$ cat src/rtl/actuator_scheduler.sv
// Home-automation actuator arbiter: fire alarm has absolute priority, the other
// sources share the actuator slot round-robin, one grant per fixed hold period.
module actuator_scheduler #(
  parameter int unsigned HOLD_CYCLES = 8,
  parameter int unsigned TEMP_LOW    = 15,
  parameter int unsigned TEMP_HIGH   = 30
) (
  input  logic       clk,
  input  logic       reset,
  input  logic       SFD,
  input  logic       SRD,
  input  logic       SFA,
  input  logic       SW,
  input  logic       ST,
  input  logic [5:0] temperature,
  output logic [2:0] code,
  output logic       busy,
  output logic [5:0] pending
);

  typedef enum logic [1:0] {IDLE, SERVE, GAP} state_t;

  state_t     state_q, state_d;
  logic [2:0] src_q, src_d;
  logic [2:0] rr_q, rr_d;
  logic [2:0] code_q, code_d;
  logic       busy_q, busy_d;
  logic [7:0] cnt_q, cnt_d;
  logic [5:0] pend_q, pend_d;
  logic [5:0] req, clr;
  logic       win_found;
  logic [2:0] win_src;

  // Successor in the rotation 0,1,3,4,5; the alarm (2) hands on to 3.
  function automatic logic [2:0] rr_next(input logic [2:0] s);
    case (s)
      3'd1:    rr_next = 3'd3;
      3'd5:    rr_next = 3'd0;
      default: rr_next = s + 3'd1;
    endcase
  endfunction

  always_comb begin
    req = {ST && (32'(temperature) > TEMP_HIGH),
           ST && (32'(temperature) < TEMP_LOW),
           SW, SFA, SRD, SFD};
  end

  always_comb begin
    int unsigned idx;
    win_found = 1'b0;
    win_src   = '0;
    idx       = 0;
    if (pend_q[2]) begin
      win_found = 1'b1;
      win_src   = 3'd2;
    end else begin
      for (int unsigned k = 0; k < 6; k++) begin
        idx = (32'(rr_q) + k) % 6;
        if (!win_found && idx != 2 && pend_q[idx[2:0]]) begin
          win_found = 1'b1;
          win_src   = idx[2:0];
        end
      end
    end
  end

  always_comb begin
    state_d = state_q;
    src_d   = src_q;
    cnt_d   = cnt_q;
    rr_d    = rr_q;
    clr     = '0;
    case (state_q)
      IDLE, GAP: begin
        if (win_found) begin
          state_d = SERVE;
          src_d   = win_src;
          cnt_d   = 8'(HOLD_CYCLES - 1);
        end else begin
          state_d = IDLE;
        end
      end
      SERVE: begin
        if (cnt_q == '0) begin
          clr[src_q] = 1'b1;
          rr_d       = rr_next(src_q);
          state_d    = GAP;
        end else if (pend_q[2] && src_q != 3'd2) begin
          state_d = GAP;
        end else begin
          cnt_d = cnt_q - 8'd1;
        end
      end
      default: state_d = IDLE;
    endcase
    // A request on the completing edge re-pends its own source.
    pend_d = (pend_q & ~clr) | req;
    busy_d = (state_d == SERVE);
    code_d = busy_d ? src_d + 3'd1 : '0;
  end

  always_ff @(posedge clk or negedge reset) begin
    if (!reset) begin
      state_q <= IDLE;
      src_q   <= '0;
      rr_q    <= '0;
      cnt_q   <= '0;
      pend_q  <= '0;
      code_q  <= '0;
      busy_q  <= 1'b0;
    end else begin
      state_q <= state_d;
      src_q   <= src_d;
      rr_q    <= rr_d;
      cnt_q   <= cnt_d;
      pend_q  <= pend_d;
      code_q  <= code_d;
      busy_q  <= busy_d;
    end
  end

  assign code    = code_q;
  assign busy    = busy_q;
  assign pending = pend_q;

endmodule

$ cat config.mk
export PLATFORM = sky130hd
export DESIGN_NAME = actuator_scheduler
export DESIGN_NICKNAME = d
export VERILOG_FILES = /design/src/rtl/actuator_scheduler.sv
export SDC_FILE = /design/constraint.sdc
export NUM_CORES = 1
export LEC_CHECK = 0
export CAP_MARGIN = 20
export CORE_MARGIN = 10
export CORE_UTILIZATION = 63
export DETAILED_ROUTE_END_ITERATION = 16
export PLACE_DENSITY = 0.87
export SETUP_SLACK_MARGIN = 0.02
export SLEW_MARGIN = 20
export SYNTH_ARGS = -nofsm -noshare
export SYNTH_HDL_FRONTEND = slang
export SYNTH_SLANG_ARGS = --single-unit
$ cat constraint.sdc
create_clock -name clk -period 9.9 [get_ports clk]
set_input_delay 1.98 -clock clk [delete_from_list [all_inputs] [get_ports clk]]
set_output_delay 1.98 -clock clk [all_outputs]
set_load 0.02 [all_outputs]
Word-level counts from Yosys, hierarchy flattened. Index checks and enable logic that the tools add are counted.

Add/subtract/negate cells: 8. Div/mod/pow operators: 6. $lt $le $gt $ge: 10. Equality and inequality tests: 15. Muxes and demuxes: 47. Bitwise gates (word level): 3. Reductions and logical operators: 26.

Operators by type and width (count): $ne A32 B2 Y1 const B (6); $mod A32 B3 Y32 const B (5); $mod A3 B3 Y32 const B (1); $mux W3 (10); $lt A3 B4 Y1 const B (7); $mux W8 (3); $mux W1 (20); $bmux W1 S3 (6); $pmux W8 S2 (1); $logic_and A1 B1 Y1 (15); $mux W6 (2); $add A3 B2 Y4 const B (2); $add A3 B3 Y4 const B (2); $logic_not A8 Y1 (1); $sub A8 B1 Y8 const B (1); $add A3 B1 Y3 const B (2); $and A6 B6 Y6 (1); $gt A6 B5 Y1 const B (1); $lt A6 B4 Y1 const B (1); $ne A2 B2 Y1 const B (3); $not A6 Y6 (1); $or A6 B6 Y6 (1); $pmux W3 S2 (1); $logic_not A1 Y1 (5); 15 further kinds (17).

Flip-flop bits (word level): 26. Input bits: 13. Output and inout port bits: 10. Logic and storage cells: 122.

Longest topological paths before layout. Gate-level depths: netlist of run 1.

Depth after elaboration: 35. Depth in mapped cells: 21. Depth with buffers taken out: 18.

Least setup slack after synthesis of run 1. Ideal clock, no wire load.

Path kind: register to register. Start: register rr_q[2]. End: register code_q[2] (netlist: code[2]). Setup time: 0.079 ns. Arrival: 4.061 ns. Required time: 9.821 ns. Path slack: 5.759 ns. Stages on the path, launching flop included: 19. Path buffers: 3. Period minus slack after synthesis: 4.141 ns. Cell sequence: dfrtp_1 > buf_2 > inv_1 > ha_1 > clkbuf_1 > a21oi_1 > inv_1 > ha_1 > and3_1 > and3_1 > or4_1 > nand3_1 > mux2_2 > o31a_1 > buf_2 > mux2i_1 > ha_1 > o21bai_1 > mux2i_1.

Word-level cells in the longest chain between the ends: 35. Elaborated cells between the ends (all ways): 71.

Ends and longest elaborated chain: start: declaration (RTL line 25) `logic [2:0] rr_q, rr_d;`; start signal: assignment (RTL line 115) `rr_q <= rr_d;`; branches (longest 31 deep; another with $mod A32 B3 Y32); $mux W3 * (RTL line 76) `if (win_found) begin`; $mux W3 * (RTL line 74) `case (state_q)`; net src_d[0] (RTL line 24) `logic [2:0] src_q, src_d;`; $add A3 B1 Y3 * (RTL line 100) `code_d = busy_d ? src_d + 3'd1 : '0;`; $mux W3 * (RTL line 100); net code_d[2] (RTL line 26) `logic [2:0] code_q, code_d;`; end signal: assignment (RTL line 118) `code_q <= code_d;`; end: declaration (RTL line 26).

Mark *: on every way through the listed nets, which the timed path passes. The select of a mux whose other input is x is not followed. A chain may end at the register's enable or synchronous reset.

Worst setup path in the final report of run 1.
Start: register rr_q[0]. End: register code_q[2] (netlist: code[2]).

The elaborated chain is that of the path after synthesis.

==> results of run 1 <==
-- cells by family (layout without fill, tap and decap cells) --
family / after synthesis / in the layout / synth area share, %
AO/OA/AOI/OAI: 81 / 81 / 23.23
XOR/XNOR: 13 / 13 / 4.975
adder cells (fa/ha/maj): 19 / 19 / 9.744
buffers and inverters: 29 / 47 / 4.667
flip-flops: 26 / 26 / 26.67
multiplexers: 19 / 19 / 8.564
AND/OR/NAND/NOR: 102 / 102 / 22.15
-- worst max-delay path: stages (launching register included) --
cell	delay [ps]
dfrtp_1	890
inv_1	340
ha_1	330
xor2_1	280
inv_1	170
ha_1	320
nand3b_1	250
o211a_1	250
a31oi_1	270
mux2_2	430
nand3_2	100
o31a_1	510
mux2i_1	310
ha_1	200
o21ai_0	90
mux2i_1	160
-- synth_stat cells, types with 2 or more instances --
cell type and number:
a2111oi_0 2, a211oi_1 8, a21boi_0 3, a21o_1 7, a21oi_1 16, a311oi_1 2, a31oi_1 5, and2_1 3
and3_1 3, buf_2 4, clkbuf_1 5, dfrtp_1 26, ha_1 19, inv_1 20, mux2_2 5, mux2i_1 13
nand2_1 15, nand2b_1 10, nand3_1 6, nand3b_1 8, nand4_1 2, nor2_1 27, nor2b_1 5, nor3_1 9
nor3b_1 4, nor4_1 2, o211a_1 2, o211ai_1 2, o21ai_0 19, o31ai_1 2, or2_2 2, or4_1 2
xnor2_1 10, xor2_1 2
-- sequential cells by signal (all words and copies together) (netlist names) --
name	flops
busy	1
cnt_q	8
code	3
pending	6
rr_q	3
src_q	3
state_q	2
-- final cells by class --
class | instances | share of cell area, %
clock buffers | 3 | 1.493
clock inverters | 1 | 1.086
inverters | 20 | 2.715
multi-input cells | 234 | 60.77
flip-flops and latches | 26 | 23.53
well taps | 48 | 2.172
repair buffers | 23 | 8.235
-- layer usage --
| metal | up-vias | global-route usage (%) | part of all wire, % |
|---|---|---|---|
| li1 | 1089 | - | - |
| met1 | 1065 | 23.23 | 45 |
| met2 | 70 | 30.56 | 47 |
| met3 | 12 | 3.024 | 5.8 |
| met4 | 0 | 5.782 | 2.1 |
| met5 | - | 0 | 0 |
-- per-stage QoR --
| step | hold WS, ps | worst slack [ps] | cells | cell area (µm²) | utilization (%) |
|---|---|---|---|---|---|
| 3_3_place_gp | 460.6 | 5134 | 351 | 2689 | 72.36 |
| 4_1_cts | 496.2 | 4970 | 355 | 2760 | 74.28 |
| 5_1_grt | 538.5 | 4564 | 355 | 2765 | 74.41 |
| 2_1_floorplan | 444.5 | 5759 | 289 | 2440 | - |
| 3_5_place_dp | 484.0 | 5018 | 351 | 2689 | 72.36 |
| 6_report | 500.4 | 4928 | 355 | 2765 | 74.41 |
-- path summary, 6_finish.rpt --
path | end | start | slack, ps | cells after the start
worst max-delay path | code[2] | rr_q[0] | 4930 | 15
worst min-delay path | cnt_q[0] | cnt_q[0] | 500 | 1
worst max register to register | code[2] | rr_q[0] | 4930 | 15
worst min register to register | cnt_q[0] | cnt_q[0] | 500 | 1
max in group asynchronous | code[2] | reset | 7580 | 2
min in group asynchronous | cnt_q[3] | reset | 2070 | 2
==> flow_metrics.env, run 1 <==
export IMPL_status="complete, no violations"
export IMPL_synth_edf_count=0
export IMPL_seqCellArea_um2=650.6
export IMPL_post_dp_hpwl_mm=4.473
export IMPL_grt_usage_pct=18.20
export IMPL_multiInputGateArea_um2=1680
export IMPL_ctsResizeCount=0
export IMPL_final_hold_violation_count=0
export IMPL_arrival_ps=5170
export IMPL_post_cts_buffers=0
export IMPL_synthCells=289
export IMPL_cts_buffers=3
export IMPL_ys_ff_latch=26
export IMPL_die_w_um=82.23
export IMPL_critPathKind="register to register"
export IMPL_fin_crit_sh_pct=50.22
export IMPL_gp_congestion=0.8922
export IMPL_synth_warnings=0
export IMPL_vias=2236
export IMPL_clk_path_buf_depth=2
export IMPL_syn_cell_area_um2=2440
export IMPL_setup_worst_path_end_class="register"
export IMPL_layout_common_cells="nor2_1 (27), dfrtp_1 (26), clkdlybuf4s50_1 (22)"
export IMPL_initial_core_util_pct=65.66
export IMPL_synthFlopType="dfrtp_1"
export IMPL_drt_wl_total_mm=5.795
export IMPL_syn_avg_cell_area_um2=8.442
export IMPL_fin_skew_ps=2.773
export IMPL_antenna_found_initial=0
export IMPL_antennaDiodeCount=0
export IMPL_htreeDepth=1
export IMPL_post_route_min_period_ps=4972
export IMPL_rsz0062_at_grt="false"
export IMPL_async_reset_ff_share_pct=100.0
export IMPL_relSlewSlack_pct=44.54
export IMPL_synthDominantAreaCellType="dfrtp_1"
export IMPL_final_antenna_net_count=0
export IMPL_drt_pass1_iter_count=4
export IMPL_synth_top_area_share_pct=26.67
export IMPL_ys_seq_area_share_pct=26.67
export IMPL_root_buffer="clkbuf_8"
export IMPL_fill_cells=269
export IMPL_cts_tree="yes"
export IMPL_drv_slew=0
export IMPL_drive_above_1_share_pct=6.515
export IMPL_die_area_um2=6762
export IMPL_grt_pass1_vias=2165
export IMPL_hold_class="register to register"
export IMPL_setup_tns_final_ps=0
export IMPL_fin_nets=340
export IMPL_port_buffers=22
export IMPL_fmax_mhz=201.1
export IMPL_overflow=0
export IMPL_worst_ep_required_time_ps=10100
export IMPL_drc_errors=0
export IMPL_crit_fanout=23
export IMPL_chipHeight_um=82.23
export IMPL_rows=22
export IMPL_first_iter_violations=275
export IMPL_syn2layout_area_growth_pct=13.33
export IMPL_wl_per_cell_um=16.32
export IMPL_grt_first_pass_wirelength_mm=10.10
export IMPL_setup_viol=0
export IMPL_cts_hold_buffers=0
export IMPL_core_um2=3716
export IMPL_clock_sinks=26
export IMPL_syn_nets=321
export IMPL_vias_per_cell=6.299
export IMPL_final_common_cell="nor2_1"
export IMPL_grt_max_degree=27
export IMPL_worst_setup_path_start_kind="register"
export IMPL_clock_latency_ps=270
export IMPL_netlist_top_cells_area="dfrtp_1 (27%), ha_1 (9.7%), mux2i_1 (5.3%)"
export IMPL_path_clk_slew_ps=90
export IMPL_drv_cap=0
export IMPL_io_pins=23
export IMPL_ys_types=53
export IMPL_worst_pin_slew_ps=830.1
Power of run 1 is left out: the tool's default activity adds up to more than one toggle a clock period on the data nets, which glitch-free logic cannot reach.
==> run 2: changes to the inputs <==
Settings changed: CORE_UTILIZATION 63 to 58, PLACE_DENSITY 0.87 to 0.81.
Clock period 9.9 ns to 5.1 ns, I/O delays scaled along.
==> flow_metrics.env, run 2 (synthesized netlist as in run 1, its figures left out) <==
export IMPL_drv_cap=0
export IMPL_antennaDiodeCount=0
export IMPL_layout_common_cells="nor2_1 (27), dfrtp_1 (26), clkdlybuf4s50_1 (22)"
export IMPL_overflow=0
export IMPL_path_cells="inv_1 -> ha_1 -> a21oi_2 -> inv_1 -> ha_1 -> nand3b_1 -> o211a_1 -> a31oi_1 -> mux2_2 -> nand3_2 -> o31a_1 -> nor2_1 -> a31oi_1 -> ha_1 -> and2_1"
export IMPL_final_hold_violation_count=0
export IMPL_setup_viol=0
export IMPL_status="complete, no violations"
export IMPL_drv_slew=0
export IMPL_critPathKind="register to register"
export IMPL_fin_hold_ws_ps=479.4
export IMPL_first_iter_violations=127
export IMPL_htreeDepth=1
export IMPL_arrival_ps=4650
export IMPL_path_clk_slew_ps=90
export IMPL_fin_crit_sh_pct=88.16
export IMPL_final_antenna_net_count=0
export IMPL_setup_worst_path_end_class="register"
export IMPL_initial_core_util_pct=60.56
export IMPL_leakage_nw=1.152
export IMPL_drt_wl_total_mm=5.731
export IMPL_top_register="cnt_q"
export IMPL_cts_buffers=3
export IMPL_hold_class="register to register"
export IMPL_worst_ep_required_time_ps=5260
export IMPL_io_pins=23
export IMPL_multiInputGateArea_um2=1679
export IMPL_largest_register_ffs=8
export IMPL_die_w_um=84.86
export IMPL_grt_max_degree=27
export IMPL_worst_pin_slew_ps=756.0
export IMPL_cts_hold_buffers=0
export IMPL_ir_drop_mv=0.4525
export IMPL_post_route_min_period_ps=4496
export IMPL_critPathMaxStageDelay_ps=520
export IMPL_place_area_um2=2721
export IMPL_chipHeight_um=84.86
export IMPL_antenna_found_initial=0
export IMPL_syn2layout_area_growth_pct=13.95
export IMPL_fill_cells=333
export IMPL_p_per_area_nw_per_um2=750.8
export IMPL_fin_skew_ps=7.899
export IMPL_vias_per_cell=5.961
export IMPL_seqCellArea_um2=650.6
export IMPL_die_area_um2=7201
export IMPL_root_buffer="clkbuf_8"
export IMPL_post_cts_buffers=0
export IMPL_drt_pass1_iter_count=4
export IMPL_fmax_mhz=222.4
export IMPL_gp_congestion=0.8767
export IMPL_rows=23
export IMPL_wl_per_cell_um=15.88
export IMPL_clk_path_buf_depth=2
export IMPL_setup_tns_final_ps=0
export IMPL_grt_first_pass_wirelength_mm=10.20
export IMPL_path_common_cell="ha_1"
export IMPL_clock_latency_ps=270
export IMPL_worst_setup_path_start_kind="register"
export IMPL_final_common_cell="nor2_1"
export IMPL_post_dp_hpwl_mm=4.549
export IMPL_grt_usage_pct=16.15
export IMPL_core_um2=4029
export IMPL_cts_tree="yes"
export IMPL_port_buffers=22
export IMPL_setup_ws_ps=603.8
export IMPL_fin_nets=344
export IMPL_finalInstanceArea_um2=2780
export IMPL_dp_slack_ps=483.3
export IMPL_drive_above_1_share_pct=7.717
export IMPL_cp_slowest_cell="o31a_1"
export IMPL_drc_errors=0
export IMPL_crit_fanout=17
export IMPL_relSlewSlack_pct=49.49
export IMPL_rsz0062_at_grt="false"
export IMPL_grt_pass1_vias=2158
export IMPL_vias=2152
export IMPL_clock_sinks=26
[run 2: worst max-delay path: cells and delay by family (launching register included)]
family          cells  cell delay (ps)
mux                 1              420
flops               1              510
buf+inv             2              380
compound gates      5             1600
simple gates        4              560
fa+ha+maj           3              910
[run 2: cell type report]
cell class | count | area share (%)
flip-flops and latches | 26 | 23.40
well taps | 50 | 2.250
repair buffers | 27 | 9.271
clock buffers | 4 | 1.980
multi-input cells | 234 | 60.40
inverters | 20 | 2.700
[run 2: path summary, 6_finish.rpt]
| kind | slack, ps | cells after the start | start | to |
|---|---|---|---|---|
| setup reg to reg | 600 | 15 | rr_q[1] | code[1] |
| setup / recovery | 600 | 15 | rr_q[1] | code[1] |
| hold / removal | 480 | 1 | cnt_q[0] | cnt_q[0] |
| hold reg to reg | 480 | 1 | cnt_q[0] | cnt_q[0] |
| min in group asynchronous | 1110 | 2 | reset | code[2] |
| max in group asynchronous | 3740 | 2 | reset | src_q[0] |
[run 2: report_power, final]
part	internal (mW)	switching (mW)	total, mW
clock	0.0689	0.0610	0.130
combinational	0.668	0.951	1.62
sequential	0.272	0.0659	0.338
[run 2: metrics by stage]
stage	total power, mW	std cells	utilization [%]
6_report	2.087	361	69.01
5_1_grt	2.305	361	69.01
4_1_cts	2.077	361	68.91
3_5_place_dp	1.936	357	67.55
3_3_place_gp	1.914	357	67.55
2_1_floorplan	1.600	289	-
[run 2: per-layer routing]
metal | global-route usage, % | wire length (µm)
met1 | 21.11 | 2704
met3 | 2.677 | 238
met2 | 27.04 | 2709
met5 | 0 | 0
met4 | 3.743 | 78
[run 2: timing repair]
item	4_1_cts	5_1_grt
endpoints found under the hold margin	0	0
setup endpoints to repair	0	2
gates resized for setup	0	1
(Power assumes the default switching activity.)
